File: config.mk
export PLATFORM = sky130hd
export DESIGN_NAME = dump_sequencer
export DESIGN_NICKNAME = d
export VERILOG_FILES = /design/src/rtl/dump_pkg.sv /design/src/rtl/dump_addr_gen.sv /design/src/rtl/dump_sequencer.sv
export SDC_FILE = /design/constraint.sdc
export NUM_CORES = 1
export LEC_CHECK = 0
export ABC_CLOCK_PERIOD_IN_PS = 3400
export BUFFER_PORTS_ARGS = -buffer_cell sky130_fd_sc_hd__clkbuf_2
export CORE_ASPECT_RATIO = 0.5
export CORE_MARGIN = 2
export CORE_UTILIZATION = 57
export DETAILED_ROUTE_END_ITERATION = 10
export MAX_ROUTING_LAYER = met4
export PLACE_DENSITY_LB_ADDON = 0.12
export SLEW_MARGIN = 20
export SYNTH_ARGS = -nofsm -noshare
export SYNTH_HDL_FRONTEND = slang
export SYNTH_SLANG_ARGS = --single-unit
File: constraint.sdc
create_clock -name clk -period 3.4 [get_ports clk]
set_input_delay 0.17 -clock clk [delete_from_list [all_inputs] [get_ports clk]]
set_output_delay 0.17 -clock clk [all_outputs]
set_load 0.02 [all_outputs]
File: src/rtl/dump_pkg.sv
// rtl/dump_pkg.sv - Shared state type, EEPROM constants and SPI word builder for the dump sequencer.
// Optional feature macro: DUMP_CHKSUM_EN (adds the checksum states).
package dump_pkg;

  typedef enum logic [3:0] {
    IDLE,
    OFF_A,
    OFF_B,
    GN_A,
    GN_B,
    RD,
    SEND,
    WAIT,
`ifdef DUMP_CHKSUM_EN
    CHK,
    CHK_WAIT,
`endif
    DONE
  } dump_state_t;

  localparam logic [2:0] EEP_SS     = 3'b100;
  localparam logic [1:0] EEP_RD_CMD = 2'b00;
  localparam logic       SEL_OFFSET = 1'b0;
  localparam logic       SEL_GAIN   = 1'b1;

  // First word of a two-transfer EEPROM read; the second transfer is all zeros.
  function automatic logic [15:0] eep_read_word(input logic [1:0] ch, input logic [2:0] gain,
                                                input logic sel);
    return {EEP_RD_CMD, ch, gain, sel, 8'h00};
  endfunction

endpackage

File: src/rtl/dump_addr_gen.sv
// rtl/dump_addr_gen.sv - Capture RAM walk: start latch, wrapping read address, sample counter, last flag.
module dump_addr_gen #(
  parameter int DEPTH  = 512,
  parameter int ADDR_W = 9
) (
  input  logic              clk,
  input  logic              rst_n,
  input  logic              clear,
  input  logic              accept,
  input  logic [ADDR_W-1:0] trace_end,
  input  logic              load,
  input  logic              step,
  output logic [ADDR_W-1:0] ram_addr,
  output logic              last
);

  localparam logic [ADDR_W:0] LAST_CNT = (ADDR_W + 1)'(DEPTH - 1);

  logic [ADDR_W-1:0] start;
  logic [ADDR_W:0]   cnt;

  // Oldest sample sits just after the newest one; the address width gives the wrap for free.
  always_ff @(posedge clk or negedge rst_n) begin
    if (!rst_n) begin
      start    <= '0;
      ram_addr <= '0;
      cnt      <= '0;
    end else begin
      if (accept) start <= trace_end + 1'b1;
      if (load) ram_addr <= start;
      else if (step && !last) ram_addr <= ram_addr + 1'b1;
      if (clear) cnt <= '0;
      else if (step) cnt <= cnt + 1'b1;
    end
  end

  assign last = (cnt == LAST_CNT);

endmodule

File: src/rtl/dump_sequencer.sv
// rtl/dump_sequencer.sv - Channel dump: EEPROM offset/gain fetch over SPI, then capture RAM walk to UART.
// Optional feature macro: DUMP_CHKSUM_EN (mod-256 checksum byte after the last sample).
module dump_sequencer
  import dump_pkg::*;
#(
  parameter int DEPTH  = 512,
  parameter int ADDR_W = 9
) (
  input  logic              clk,
  input  logic              rst_n,
  input  logic              dump,
  input  logic [1:0]        dump_ch,
  input  logic [8:0]        ch_gain,
  input  logic [ADDR_W-1:0] trace_end,
  input  logic              SPI_done,
  input  logic              resp_sent,
  input  logic [7:0]        corrected,
  output logic              wrt_SPI,
  output logic [15:0]       SPI_data,
  output logic [2:0]        ss,
  output logic              flopOffset,
  output logic              flopGain,
  output logic [ADDR_W-1:0] ram_addr,
  output logic [2:0]        ram_en,
  output logic              send_resp,
  output logic              dump_busy,
`ifdef DUMP_CHKSUM_EN
  output logic              chk_sel,
  output logic [7:0]        chk_byte,
`endif
  output logic              dump_done
);

  dump_state_t state, state_d;
  logic [1:0]  ch_q;
  logic [2:0]  gain_q, gain_in;
  logic        wrt_d, flop_off_d, flop_gain_d;
  logic [15:0] spi_data_d;
  logic        accept, load, step, last, clear;

  always_comb begin
    case (dump_ch)
      2'd0:    gain_in = ch_gain[2:0];
      2'd1:    gain_in = ch_gain[5:3];
      default: gain_in = ch_gain[8:6];
    endcase
  end

  assign clear = (state == IDLE);

  dump_addr_gen #(.DEPTH(DEPTH), .ADDR_W(ADDR_W)) u_addr_gen (
    .clk      (clk),
    .rst_n    (rst_n),
    .clear    (clear),
    .accept   (accept),
    .trace_end(trace_end),
    .load     (load),
    .step     (step),
    .ram_addr (ram_addr),
    .last     (last)
  );

  always_comb begin
    state_d     = state;
    wrt_d       = 1'b0;
    spi_data_d  = SPI_data;
    flop_off_d  = 1'b0;
    flop_gain_d = 1'b0;
    accept      = 1'b0;
    load        = 1'b0;
    step        = 1'b0;
    case (state)
      IDLE: if (dump && dump_ch != 2'b11) begin
        accept     = 1'b1;
        wrt_d      = 1'b1;
        spi_data_d = eep_read_word(dump_ch, gain_in, SEL_OFFSET);
        state_d    = OFF_A;
      end
      OFF_A: if (SPI_done) begin
        wrt_d      = 1'b1;
        spi_data_d = 16'h0000;
        state_d    = OFF_B;
      end
      OFF_B: if (SPI_done) begin
        flop_off_d = 1'b1;
        wrt_d      = 1'b1;
        spi_data_d = eep_read_word(ch_q, gain_q, SEL_GAIN);
        state_d    = GN_A;
      end
      GN_A: if (SPI_done) begin
        wrt_d      = 1'b1;
        spi_data_d = 16'h0000;
        state_d    = GN_B;
      end
      GN_B: if (SPI_done) begin
        flop_gain_d = 1'b1;
        load        = 1'b1;
        state_d     = RD;
      end
      RD:   state_d = SEND;
      SEND: state_d = WAIT;
      WAIT: if (resp_sent) begin
        step = 1'b1;
`ifdef DUMP_CHKSUM_EN
        state_d = last ? CHK : RD;
`else
        state_d = last ? DONE : RD;
`endif
      end
`ifdef DUMP_CHKSUM_EN
      CHK:      state_d = CHK_WAIT;
      CHK_WAIT: if (resp_sent) state_d = DONE;
`endif
      DONE:    state_d = IDLE;
      default: state_d = IDLE;
    endcase
  end

  always_ff @(posedge clk or negedge rst_n) begin
    if (!rst_n) begin
      state      <= IDLE;
      ch_q       <= '0;
      gain_q     <= '0;
      wrt_SPI    <= 1'b0;
      SPI_data   <= '0;
      ss         <= EEP_SS;
      flopOffset <= 1'b0;
      flopGain   <= 1'b0;
    end else begin
      state      <= state_d;
      wrt_SPI    <= wrt_d;
      SPI_data   <= spi_data_d;
      flopOffset <= flop_off_d;
      flopGain   <= flop_gain_d;
      if (wrt_d) ss <= EEP_SS;
      if (accept) begin
        ch_q   <= dump_ch;
        gain_q <= gain_in;
      end
    end
  end

  assign dump_busy = (state != IDLE) && (state != DONE);
  assign dump_done = (state == DONE);
  assign ram_en    = (state == RD || state == SEND || state == WAIT) ? (3'b001 << ch_q) : 3'b000;

`ifdef DUMP_CHKSUM_EN
  logic [7:0] sum;

  always_ff @(posedge clk or negedge rst_n) begin
    if (!rst_n) sum <= '0;
    else if (state == IDLE) sum <= '0;
    else if (state == SEND) sum <= sum + corrected;
  end

  assign send_resp = (state == SEND) || (state == CHK);
  assign chk_sel   = (state == CHK) || (state == CHK_WAIT);
  assign chk_byte  = sum;
`else
  logic unused_corrected;
  assign unused_corrected = ^corrected;
  assign send_resp = (state == SEND);
`endif

endmodule

==> impl_metrics.env, run 1 <==
export IMPL_synth_cell_types=58
export IMPL_holdCritPathClass="in -> reg"
export IMPL_placed_area_mm2=0.00279
export IMPL_io_pins=70
export IMPL_remaining_drc_errors=0
export IMPL_final_cell_mix="48 x clkbuf_2, 46 x dfrtp_1, 20 x nand2_1"
export IMPL_final_nets=342
export IMPL_crit_type="reg -> reg"
export IMPL_ys_ff_latch=46
export IMPL_fp_dieW_um=99.2
export IMPL_netlist_area_leader_share_pct=44.5
export IMPL_grt_pass1_wl_mm=9.22
export IMPL_grt_ovfl_total=0
export IMPL_p_leak_nw=1.44
export IMPL_cts_buffers=5
export IMPL_drtIter0Drc=176
export IMPL_setup_violations_final=0
export IMPL_finalSetupTns_ns=0
export IMPL_fmax_mhz=467
export IMPL_synthTopCellsByArea="dfrtp_1 45%, buf_4 4.6%, nand2_1 2.9%, o21ai_1 2.7%, xor2_1 2.4%"
export IMPL_die_h_um=51.6
export IMPL_arrival_ns=2.32
export IMPL_grt_start_max_net_pins=47
export IMPL_fillerInstances=355
export IMPL_post_cts_resized=0
export IMPL_synth_edf_count=0
export IMPL_grt_util_all_layers_pct=23.6
export IMPL_crit_path_end_kind="flip-flop"
export IMPL_fin_crit_ns=2.14
export IMPL_synth_ff_type="dfrtp_1"
export IMPL_place_congestion=0.861
export IMPL_wl_mm=5.49
export IMPL_rsz0062_at_grt="false"
export IMPL_insertion_delay_ns=0.30
export IMPL_design_core_area_mm2=0.00438
export IMPL_drive_gt1_share_pct=23.1
export IMPL_seqCellArea_mm2=0.00115
export IMPL_ir_drop_uv=267
export IMPL_antenna_found_initial=0
export IMPL_dp_hpwl_mm=4.04
export IMPL_required_ns=3.58
export IMPL_row_count=17
export IMPL_outcome="complete, no violations"
export IMPL_powerDensity_mw_per_mm2=605
export IMPL_cts_sinks=46
export IMPL_io_buffers=48
export IMPL_cp_max_fo=25
export IMPL_startpoint_type="flip-flop"
export IMPL_syn_area_per_cell_um2=9.87
export IMPL_cap_viol_max_count=0
export IMPL_finClkSkew_ns=0.00456
export IMPL_yosys_warnings=0
export IMPL_syn_cell_area_mm2=0.00258
export IMPL_multi_input_area_mm2=0.00126
export IMPL_num_antenna_cells=0
export IMPL_h_tree_depth=2
export IMPL_post_drt_wl_per_cell_um=15.1
export IMPL_yosysSeqAreaShare_pct=44.5
export IMPL_whs_ns=0.0842
export IMPL_yosysTopAreaCell="dfrtp_1"
export IMPL_final_core_util_pct=67.1
export IMPL_fin_area_mm2=0.00294
export IMPL_worst_slew_pin_transition_ns=0.754
export IMPL_die_area_mm2=0.00512
export IMPL_vias=2105
export IMPL_clk_pin_slew_ns=0.08
export IMPL_post_cts_buffers=0
export IMPL_max_slew_margin_pct=49.6
export IMPL_syn_instance_count=262
export IMPL_cts_tree="done"
export IMPL_root_buffer="clkbuf_8"
export IMPL_slew_viol_final=0
export IMPL_async_flop_share_pct=100
export IMPL_finalHoldViolCount=0
export IMPL_final_antenna_net_count=0
export IMPL_total_power_mw=1.78
export IMPL_final_common_cell="clkbuf_2"
export IMPL_via_per_inst=5.78
export IMPL_first_pass_iters=4
export IMPL_clockBufferDepth=2
export IMPL_post_route_period_util_pct=62.9
export IMPL_first_global_vias=1976
export IMPL_syn2layout_area_growth_pct=13.7
export IMPL_start_util_pct=59.0
-- layer usage --
layer / up-vias / routed length, um / GRT usage, %
met5: - / 0 / -
li1: 1018 / - / -
met3: 5 / 300 / 4.44
met2: 72 / 2440 / 37.2
met4: 0 / 28 / 5.25
met1: 1010 / 2720 / 32.6
-- sequential cells by signal, summed over array words and instances, names as in the netlist --
signal / cells
wrt_SPI: 1
gain_q: 3
SPI_data: 6
u_addr_gen.start: 9
flopGain: 1
u_addr_gen.cnt: 10
state: 4
ch_q: 2
u_addr_gen.ram_addr: 9
flopOffset: 1
-- timing repair --
item,in CTS,in global routing
hold buffers,1,0
setup endpoints to repair,0,0
hold endpoints to repair,46,0
-- power breakdown --
part | internal, mW | switching [mW]
registers | 0.626 | 0.131
logic | 0.205 | 0.312
clock network | 0.314 | 0.189
-- kinds of logic after synthesis --
logic type,synth area share [%]
flip-flops,44.5
adder cells (fa/ha/maj),1.45
multiplexers,3.73
AO/OA/AOI/OAI,18.0
AND/OR/NAND/NOR,19.6
XOR/XNOR,4.07
buffers and inverters,8.33
other,0.291
-- worst paths after layout --
kind                                  startpoint                              end  slack [ns]  cells past startpoint
setup / recovery            state[0]$_DFFE_PN0P_              ch_q[0]$_DFFE_PN0P_        1.26                      3
hold / removal                      trace_end[0]  u_addr_gen.start[0]$_DFFE_PN0P_        0.08                      2
setup reg to reg            state[0]$_DFFE_PN0P_              ch_q[0]$_DFFE_PN0P_        1.26                      3
hold reg to reg            gain_q[0]$_DFFE_PN0P_            gain_q[0]$_DFFE_PN0P_        0.49                      1
max in group asynchronous                  rst_n                wrt_SPI$_DFF_PN0_        2.52                      3
min in group asynchronous                  rst_n    u_addr_gen.cnt[4]$_DFFE_PN0P_        0.49                      3
-- synth_stat cells (all sizes together) (4+ instances only) --
master   n
dfrtp   46
buf     21
nand2   20
o21ai   20
nor2    14
inv     13
nand3   13
and3     8
a211oi   7
xor2     7
a21oi    6
nand4    6
or3      6
mux2     5
nor3     5
xnor2    5
a21o     4
clkbuf   4
mux2i    4
nand2b   4
-- final cells by class --
| type | count | area share, % |
|---|---|---|
| Multi-Input combinational cell | 189 | 42.9 |
| Sequential cell | 46 | 39.2 |
| Timing Repair Buffer | 51 | 9.03 |
| Clock buffer | 6 | 2.81 |
| Tap cell | 57 | 2.43 |
| Clock inverter | 2 | 2.04 |
| Inverter | 13 | 1.66 |
-- critical path, stage by stage, from the launching register on --
cell and delay, ns:
dfrtp_1 0.55, nor4_1 0.43, nand2_1 0.55, mux2_1 0.50
-- stage by stage --
step,cells,worst slack (ns)
finish,364,1.26
global route,364,1.11
CTS,364,1.26
detailed placement,355,1.28
global placement,355,1.36
floorplan,273,1.73
Power figures use the tool's default switching activity.
==> run 2, diff against run 1 <==
ABC_AREA = 1   (was not set)
ABC_CLOCK_PERIOD_IN_PS = 1750   (was 3400)
CORE_UTILIZATION = 48   (was 57)
clock period = 1.75 ns   (was 3.4 ns; I/O delays follow)
==> run 2 against run 1 <==
First-iteration DRC count is 19% lower. Via count is 15% higher. Cell count is 37% higher. Worst hold slack worse by 0.060 ns. Count of clock-buffer cells in the layout is 1 lower. Register-to-register slack worse by 1.1 ns. Sequential share of layout area is 2.7 points lower. Maximum frequency is 37% higher. Area after synthesis is 5.2% higher. Cell area is 7.5% higher. Critical path type unchanged.
==> impl_metrics.env, run 2 <==
export IMPL_final_antenna_net_count=0
export IMPL_final_cell_mix="121 x nand2_1, 48 x clkbuf_2, 46 x dfrtp_1"
export IMPL_io_buffers=48
export IMPL_clockBufferDepth=2
export IMPL_grt_util_all_layers_pct=19.3
export IMPL_dp_hpwl_mm=4.20
export IMPL_rsz0062_at_grt="false"
export IMPL_dp_worst_setup_slack_ns=0.189
export IMPL_startpoint_type="flip-flop"
export IMPL_crit_top_cell="nand2_1"
export IMPL_final_nets=461
export IMPL_cts_buffers=5
export IMPL_critPathMaxStageDelay_ns=0.42
export IMPL_die_h_um=57.2
export IMPL_drive_gt1_share_pct=18.1
export IMPL_final_common_cell="nand2_1"
export IMPL_start_util_pct=49.7
export IMPL_design_core_area_mm2=0.00547
export IMPL_cts_sinks=46
export IMPL_fin_crit_ns=1.56
export IMPL_ir_drop_uv=642
export IMPL_wl_mm=5.66
export IMPL_powerDensity_mw_per_mm2=1440
export IMPL_placed_area_mm2=0.00299
export IMPL_syn_cell_area_mm2=0.00272
export IMPL_slew_viol_final=0
export IMPL_yosys_warnings=0
export IMPL_holdCritPathClass="in -> reg"
export IMPL_synthTopCellsByArea="dfrtp_1 42%, nand2_1 17%, nand3_1 8.1%, inv_1 5.2%, nor2_1 4.0%"
export IMPL_first_global_vias=2119
export IMPL_row_count=19
export IMPL_clk_pin_slew_ns=0.07
export IMPL_syn2layout_area_growth_pct=16.1
export IMPL_synth_ff_type="dfrtp_1"
export IMPL_syn_area_per_cell_um2=7.31
export IMPL_grt_start_max_net_pins=47
export IMPL_largest_register="u_addr_gen.cnt"
export IMPL_first_pass_iters=4
export IMPL_async_flop_share_pct=100
export IMPL_h_tree_depth=2
export IMPL_slowest_stage="dfrtp_1"
export IMPL_yosysMostFrequentCell="nand2_1"
export IMPL_io_pins=70
export IMPL_total_power_mw=4.54
export IMPL_finalSetupTns_ns=0
export IMPL_hold_start="trace_end[0]"
export IMPL_post_route_period_util_pct=89.2
export IMPL_grt_ovfl_total=0
export IMPL_crit_type="reg -> reg"
export IMPL_via_per_inst=4.87
export IMPL_netlist_area_leader_share_pct=42.3
export IMPL_vias=2431
export IMPL_outcome="complete, no violations"
export IMPL_cp_max_fo=6
export IMPL_r2r_start="u_addr_gen.cnt[0]$_DFFE_PN0P_"
export IMPL_die_area_mm2=0.00632
export IMPL_setup_violations_final=0
export IMPL_synth_cell_types=29
export IMPL_synth_edf_count=0
export IMPL_root_buffer="clkbuf_16"
export IMPL_cts_tree="done"
export IMPL_yosysTopAreaCell="dfrtp_1"
export IMPL_finalHoldViolCount=0
export IMPL_antenna_found_initial=0
export IMPL_arrival_ns=1.78
export IMPL_drtIter0Drc=142
export IMPL_startpoint="u_addr_gen.cnt[0]$_DFFE_PN0P_"
export IMPL_yosysSeqAreaShare_pct=42.3
export IMPL_fmax_mhz=641
export IMPL_fin_area_mm2=0.00316
export IMPL_worstPathCellList="ha_1, nand2_1, nor2_2, nand3_1, nand2_4, nand2_4, inv_2, nand2_1, nand2_1"
export IMPL_fp_dieW_um=110
export IMPL_finClkSkew_ns=0.00738
export IMPL_insertion_delay_ns=0.28
export IMPL_p_leak_nw=1.72
export IMPL_synthTopCellsByCount="121 x nand2_1, 46 x dfrtp_1, 44 x nand3_1, 38 x inv_1, 29 x nor2_1"
export IMPL_cap_viol_max_count=0
export IMPL_required_ns=1.97
export IMPL_crit_path_end_kind="flip-flop"
export IMPL_num_antenna_cells=0
export IMPL_largest_reg_flops=10
export IMPL_worst_slack_ns=0.189
export IMPL_ys_ff_latch=46
export IMPL_remaining_drc_errors=0
export IMPL_post_drt_wl_per_cell_um=11.3
export IMPL_grt_pass1_wl_mm=9.59
export IMPL_place_congestion=0.871
export IMPL_syn_instance_count=372
export IMPL_reg_top3="u_addr_gen.cnt x10, u_addr_gen.ram_addr x9, u_addr_gen.start x9"
run 2: cell types whose count changed after synthesis, sizes merged, moves of 4 or more:
| cell | delta |
|---|---|
| a211oi | -7 |
| and3 | -8 |
| clkbuf | -4 |
| inv | +29 |
| mux2 | -5 |
| mux2i | -4 |
| nand2 | +106 |
| nand2b | -4 |
| nand3 | +32 |
| nor2 | +21 |
| or3 | -6 |
| xnor2 | -5 |
run 2: final timing paths:
path	to	slack [ns]	depth (start not counted)
min in group asynchronous	u_addr_gen.cnt[6]$_DFFE_PN0P_	0.32	3
max in group asynchronous	u_addr_gen.start[1]$_DFFE_PN0P_	1.21	3
hold reg to reg	SPI_data[8]$_DFFE_PN0P_	0.47	2
hold / removal	u_addr_gen.start[0]$_DFFE_PN0P_	0.02	2
setup / recovery	u_addr_gen.ram_addr[4]$_DFFE_PN0P_	0.19	9
setup reg to reg	u_addr_gen.ram_addr[4]$_DFFE_PN0P_	0.19	9
run 2: routing by layer:
metal	vias up	GRT usage, %	part of all wire (%)
met1	1103	28.2	52
met3	2	4.46	5.1
met5	-	-	0
met2	56	27.8	42
met4	0	3.75	0.37
li1	1270	-	-
run 2: repair_timing:
item                                    CTS  global route
gates resized for setup                   0             1
endpoints found under the hold margin    46             0
setup buffers                             0             0
endpoints found under the setup margin    0             1
hold buffers                              1             0
run 2: report_power, final:
group	internal [mW]	total, mW	switching, mW
Clock	0.537	0.960	0.423
Combinational	0.615	1.84	1.23
Sequential	1.43	1.74	0.311
run 2: layout make-up:
| type | instances | area, um2 |
|---|---|---|
| Multi-Input combinational cell | 276 | 1310 |
| Inverter | 43 | 161 |
| Tap cell | 73 | 91.3 |
| Fill cell | 536 | 2310 |
| Clock buffer | 5 | 125 |
| Timing Repair Buffer | 53 | 293 |
| Clock inverter | 3 | 25.0 |
| Sequential cell | 46 | 1150 |
run 2: logic make-up after synthesis:
logic type	Yosys count	synth area share, %
xor+xnor	4	1.29
simple gates	223	37.1
other cells	2	0.276
flops	46	42.3
compound gates	33	6.53
buf+inv	61	11.1
fa+ha+maj	3	1.38
run 2: through the flow:
step,std cells,utilization [%],hold WS [ns]
after floorplan,383,-,-0.208
after global placement,490,54.8,0.0933
after detailed placement,490,54.8,0.0923
after CTS,499,57.7,0.0184
after global routing,499,57.8,0.0342
final,499,57.8,0.0243
run 2: critical path: cells and delay by family, from the launching register on:
| family | cells | cell delay [ns] |
|---|---|---|
| fa+ha+maj | 1 | 0.22 |
| flops | 1 | 0.42 |
| buf+inv | 1 | 0.10 |
| simple gates | 7 | 0.75 |
